[src/rtl/cla_pkg.sv]
// Shared constants and helpers for the pipelined carry-lookahead adder.
// Provides the lookahead group size and group-level P/G helpers.
package cla_pkg;

  localparam int GROUP = 4;

  function automatic int group_count(input int width);
    return width / GROUP;
  endfunction

  // Group propagate: every bit of the group propagates.
  function automatic logic grp_prop(
    input logic [GROUP-1:0] p
  );
    return &p;
  endfunction

  // Group generate: the group produces a carry by itself.
  function automatic logic grp_gen(
    input logic [GROUP-1:0] p,
    input logic [GROUP-1:0] g
  );
    logic gen;
    gen = g[0];
    for (int i = 1; i < GROUP; i++) begin
      gen = g[i] | (p[i] & gen);
    end
    return gen;
  endfunction

endpackage

[src/rtl/cla_group4.sv]
// Combinational 4-bit lookahead group: p/g/c_in -> grp_p, grp_g, s.
// Ports: p, g, c_in in; grp_p, grp_g, s out.
module cla_group4 (
  input  logic [3:0] p,
  input  logic [3:0] g,
  input  logic       c_in,
  output logic       grp_p,
  output logic       grp_g,
  output logic [3:0] s
);

  logic [3:0] c;

  always_comb begin
    c[0] = c_in;
    c[1] = g[0]
         | (p[0] & c_in);
    c[2] = g[1]
         | (p[1] & g[0])
         | (p[1] & p[0] & c_in);
    c[3] = g[2]
         | (p[2] & g[1])
         | (p[2] & p[1] & g[0])
         | (p[2] & p[1] & p[0] & c_in);
  end

  assign grp_p = &p;
  assign grp_g = g[3]
               | (p[3] & g[2])
               | (p[3] & p[2] & g[1])
               | (p[3] & p[2] & p[1] & g[0]);

  assign s = p ^ c;

endmodule

[src/rtl/cla_pipe_adder.sv]
// Two-stage pipelined CLA add/sub with valid/ready on both sides.
// Ports: clk, rst_n, in_valid/in_ready, a, b, c_in, sub, out_valid/out_ready, sum, c_out, ovf.
module cla_pipe_adder
  import cla_pkg::*;
#(
  parameter int WIDTH = 16
) (
  input  logic             clk,
  input  logic             rst_n,
  input  logic             in_valid,
  output logic             in_ready,
  input  logic [WIDTH-1:0] a,
  input  logic [WIDTH-1:0] b,
  input  logic             c_in,
  input  logic             sub,
  output logic             out_valid,
  input  logic             out_ready,
  output logic [WIDTH-1:0] sum,
  output logic             c_out,
  output logic             ovf
);

  localparam int NG = group_count(WIDTH);

  // ---------------- stage 1 ----------------
  logic [WIDTH-1:0] b_eff;
  logic             c_eff;
  logic [WIDTH-1:0] p_in;
  logic [WIDTH-1:0] g_in;
  logic [NG-1:0]    gp_in;
  logic [NG-1:0]    gg_in;

  // Subtract as a + ~b + ~c_in, so borrow-in becomes inverted carry-in.
  assign b_eff = sub ? ~b : b;
  assign c_eff = sub ? ~c_in : c_in;
  assign p_in  = a ^ b_eff;
  assign g_in  = a & b_eff;

  always_comb begin
    gp_in = '0;
    gg_in = '0;
    for (int k = 0; k < NG; k++) begin
      gp_in[k] = grp_prop(p_in[k*GROUP +: GROUP]);
      gg_in[k] = grp_gen(p_in[k*GROUP +: GROUP],
                         g_in[k*GROUP +: GROUP]);
    end
  end

  logic             s1_valid;
  logic [WIDTH-1:0] s1_p;
  logic [WIDTH-1:0] s1_g;
  logic [NG-1:0]    s1_gp;
  logic [NG-1:0]    s1_gg;
  logic             s1_c;

  logic s2_load;
  logic s1_load;

  assign s2_load  = s1_valid & (~out_valid | out_ready);
  assign s1_load  = ~s1_valid | s2_load;
  assign in_ready = s1_load;

  always_ff @(posedge clk or negedge rst_n) begin
    if (!rst_n) begin
      s1_valid <= 1'b0;
      s1_p     <= '0;
      s1_g     <= '0;
      s1_gp    <= '0;
      s1_gg    <= '0;
      s1_c     <= 1'b0;
    end else if (s1_load) begin
      s1_valid <= in_valid;
      if (in_valid) begin
        s1_p  <= p_in;
        s1_g  <= g_in;
        s1_gp <= gp_in;
        s1_gg <= gg_in;
        s1_c  <= c_eff;
      end
    end
  end

  // ---------------- stage 2 ----------------
  // Second-level lookahead: carry into each group from stage-1 P/G.
  logic [NG-1:0] gc;

  always_comb begin
    logic cy;
    logic run;
    gc    = '0;
    gc[0] = s1_c;
    for (int k = 1; k < NG; k++) begin
      cy  = 1'b0;
      run = 1'b1;
      for (int j = k - 1; j >= 0; j--) begin
        cy  = cy | (run & s1_gg[j]);
        run = run & s1_gp[j];
      end
      gc[k] = cy | (run & s1_c);
    end
  end

  logic [WIDTH-1:0] sum_d;
  logic [NG-1:0]    ip;
  logic [NG-1:0]    ig;

  for (genvar k = 0; k < NG; k++) begin : g_grp
    cla_group4 u_grp (
      .p     (s1_p[k*GROUP +: GROUP]),
      .g     (s1_g[k*GROUP +: GROUP]),
      .c_in  (gc[k]),
      .grp_p (ip[k]),
      .grp_g (ig[k]),
      .s     (sum_d[k*GROUP +: GROUP])
    );
  end

  // Block carry-out: lookahead across all group P/G.
  logic c_out_d;
  logic ovf_d;
  logic c_msb;

  always_comb begin
    logic cy;
    logic run;
    cy  = 1'b0;
    run = 1'b1;
    for (int j = NG - 1; j >= 0; j--) begin
      cy  = cy | (run & ig[j]);
      run = run & ip[j];
    end
    c_out_d = cy | (run & s1_c);
  end

  // Carry into the MSB recovered as s ^ p at that bit.
  assign c_msb = sum_d[WIDTH-1] ^ s1_p[WIDTH-1];
  assign ovf_d = c_msb ^ c_out_d;

  always_ff @(posedge clk or negedge rst_n) begin
    if (!rst_n) begin
      out_valid <= 1'b0;
      sum       <= '0;
      c_out     <= 1'b0;
      ovf       <= 1'b0;
    end else if (s2_load) begin
      out_valid <= 1'b1;
      sum       <= sum_d;
      c_out     <= c_out_d;
      ovf       <= ovf_d;
    end else if (out_ready) begin
      out_valid <= 1'b0;
    end
  end

endmodule

[config.mk]
export PLATFORM = sky130hd
export DESIGN_NAME = cla_pipe_adder
export DESIGN_NICKNAME = d
export VERILOG_FILES = /design/src/rtl/cla_pkg.sv /design/src/rtl/cla_group4.sv /design/src/rtl/cla_pipe_adder.sv
export SDC_FILE = /design/constraint.sdc
export NUM_CORES = 1
export LEC_CHECK = 0
export ABC_CLOCK_PERIOD_IN_PS = 3300
export BUFFER_PORTS_ARGS = -buffer_cell sky130_fd_sc_hd__buf_4
export CAP_MARGIN = 20
export CORE_UTILIZATION = 45
export CTS_CLUSTER_DIAMETER = 80
export CTS_CLUSTER_SIZE = 28
export DETAILED_ROUTE_END_ITERATION = 16
export GPL_TIMING_DRIVEN = 1
export PLACE_DENSITY = 0.67
export SYNTH_ARGS = -nofsm -noshare
export SYNTH_HDL_FRONTEND = slang
export SYNTH_SLANG_ARGS = --single-unit
[constraint.sdc]
create_clock -name clk -period 3.3 [get_ports clk]
set_input_delay 0.33 -clock clk [delete_from_list [all_inputs] [get_ports clk]]
set_output_delay 0.33 -clock clk [all_outputs]
set_load 0.1 [all_outputs]
==> results.toml <==
[die]
rows = 30
die_area_um2 = 7351
coreArea_um2 = 6794
dieWidth_um = 85.74
start_util_pct = 46.45
die_h_um = 85.74
ios = 58

[global_routing]
first_global_vias = 2154
grt_util_all_layers_pct = 18.27
antenna_found_initial = 0
grt_pass1_wl_um = 10270
grt_max_degree = 60
grt_overflow = 0

[power_and_ir_drop]
p_int_w = 0.001705
p_leak_nw = 1.829
sw_frac_of_total_pct = 46.82
powerDensity_nw_per_um2 = 831.2
combPwrFrac_pct = 46.0
power_w = 0.003206
pwr-share-seq_pct = 33.9
pwr-share-clk_pct = 20.1
p_sw_w = 0.001501
max-vdd-ir-drop_mv = 0.4729

[sta]
worst_pin_slew_ps = 845.8
relSlewSlack_pct = 43.48
finalClockSkew_ps = 5.003
rsz0062_at_grt = "no"
setup_violations = 0
min_period_ps = 1874
finalMaxSlewViolations = 0
fmax_ghz = 0.5337
hold_viol = 0
period_share_pct = 56.78
fin_tns_setup_ps = 0

[synth]
seq_area_frac_synth_pct = 46.79
avgSynthCellArea_um2 = 11.43
synth.area.top_cells = "dfrtp_1 (47%), mux2_2 (13%), ha_1 (7.9%)"
synth_ff_type = "dfrtp_1"
synth-edff-count = 0
ys_types = 38
yosys.area.top_type = "dfrtp_1"
yosys_warnings = 0
synth.top_cell.area_share_pct = 46.79
synth_nets = 334
synth.ff_latch_count = 59
async_flop_share_pct = 100.0
syn_inst = 276
syn_area_um2 = 3156

[detailed_routing]
route.final.wire_length_um = 6103
wl_per_cell_um = 14.03
drt_first_pass_iters = 4
vias_per_cell = 5.154
first_iter_violations = 58
drcViolationCount = 0
postRouteAntennaNets = 0
vias = 2242

[placement]
port-buffer-count = 57
dp_hpwl_um = 4386
gp_congestion = 0.7683

[clocking]
numCtsBuffers = 9
clockRootBuffer = "clkbuf_8"
post_cts_buffers = 0
clkSinkCount = 59
clkLatencyLatePin_ps = 340
cts_max_path_buffers = 2
cts_hold_buf = 0
h-tree-depth = 3
cts_tree = "yes"
path_clk_slew_ps = 70
cts_resized = 0

[setup_path]
start_kind = "flip-flop"
worstPathRequired_ps = 3560
worst_path_max_delay_cell = "or4_1"
critical_path_class = "flip-flop to flip-flop"
ff2ff_path_depth = 4
worstReg2RegStart = "out_valid$_DFFE_PN0P_"
critPathMaxFanout = 30
crit_chain = "nand2b_1, nand2_1, or4_1, o211ai_2"
worstPathArrival_ps = 2130
worstPathBufferInverterCount = 0
worstSetupPathDepth = 4
slowest_delay_ps = 700
crit_path_end_kind = "flip-flop"
timing.critical_path.from = "out_valid$_DFFE_PN0P_"
critPathTopFamily = "simple AND/OR/NAND/NOR gates"

[run]
drv_cap = 0

[final_layout]
areaGrowthSynthToFinish_pct = 22.24
multiInputGateArea_um2 = 1617
regArea_um2 = 1476
fill_cells = 605
layout-drive-gt1-share_pct = 33.63
diodes = 0
finalNetCount = 392
final_util_pct = 56.78

[min_path]
hold_class = "input port to async pin"

[status]
outcome = "finished, final reports clean"
## logic make-up (layout without fill, tap and decap cells)
logic type      after synthesis  count (layout)  synth area share (%)
mux                          36              36                 12.85
compound gates               65              65                 14.24
buf+inv                      15              78                 1.982
flops                        59              59                 46.79
simple gates                 55              55                 9.001
fa+ha+maj                    20              20                 7.930
xor+xnor                     26              26                 7.217
## power groups by stage
stage / clock, W / sequential, W / combinational [W]
2_1_floorplan: 0 / 0.00179 / 0.000444
6_report: 0.000645 / 0.00109 / 0.00148
3_5_place_dp: 0 / 0.00110 / 0.00148
5_1_grt: 0.000692 / 0.00112 / 0.00156
3_3_place_gp: 0 / 0.00110 / 0.00147
4_1_cts: 0.000659 / 0.00109 / 0.00149
## sequential cells by signal, indices dropped and copies added, names as in the netlist, 3 cells and up
name / count
sum: 16
s1_p: 16
s1_gg: 3
s1_gp: 3
s1_g: 16
## cell usage after synthesis, types with 2 or more instances
cell	instances
dfrtp_1	59
mux2_2	36
nand2_1	22
o21ai_0	22
ha_1	20
xor2_1	20
a21oi_1	16
a21o_1	12
nand4_1	7
nor2_1	7
clkbuf_1	6
xnor2_1	6
buf_2	4
inv_1	4
nor3b_1	4
nand2b_1	3
or4_1	3
a2111oi_4	2
nand3_1	2
nand3b_1	2
o21a_1	2
## final timing paths
kind	endpoint	slack [ps]
hold reg to reg	sum[3]$_DFFE_PN0P_	480
setup / recovery	sum[11]$_DFFE_PN0P_	1430
min in group clk	s1_valid$_DFFE_PN0N_	200
hold / removal	out_valid$_DFFE_PN0P_	50
max in group asynchronous	s1_g[2]$_DFFE_PN0P_	2760
setup reg to reg	sum[11]$_DFFE_PN0P_	1430
## placed cells by master, fill, tap and decap left out, types with 2 or more instances in the layout
cell type / count
a2111oi_4: 2
a21o_1: 12
a21oi_1: 16
buf_4: 58
clkbuf_8: 10
clkinv_2: 3
dfrtp_1: 59
ha_1: 20
inv_1: 4
mux2_2: 36
nand2_1: 22
nand2b_1: 3
nand3_1: 2
nand3b_1: 2
nand4_1: 7
nor2_1: 7
nor3b_1: 4
o21a_1: 2
o21ai_0: 22
or4_1: 3
xnor2_1: 6
xor2_1: 20
## area by class of cell
class                           instances  area share, %
Clock buffer                           11          3.665
Clock inverter                          5          1.362
Tap cell                               96          3.114
Inverter                                4         0.3892
Timing Repair Buffer                   58          11.29
Sequential cell                        59          38.27
Multi-Input combinational cell        202          41.91
## metrics by stage
step	cell area [um^2]	hold WS, ps	instances	setup slack, ps
after CTS	3857	82.63	435	1399
final	3857	54.97	435	1426
after floorplan	3156	34.41	276	8.933
after detailed placement	3664	444.2	419	1362
after global routing	3857	111.9	435	1224
after global placement	3664	446.3	419	1411
## routing by layer
metal	vias to the layer above	share of wire [%]	GRT usage, %
met5	-	0	0
met4	0	0.97	4.848
met3	7	3.7	6.064
met2	38	49	30.40
met1	1077	46	22.95
li1	1120	-	-
No activity file was read; power rests on OpenSTA's default activity.
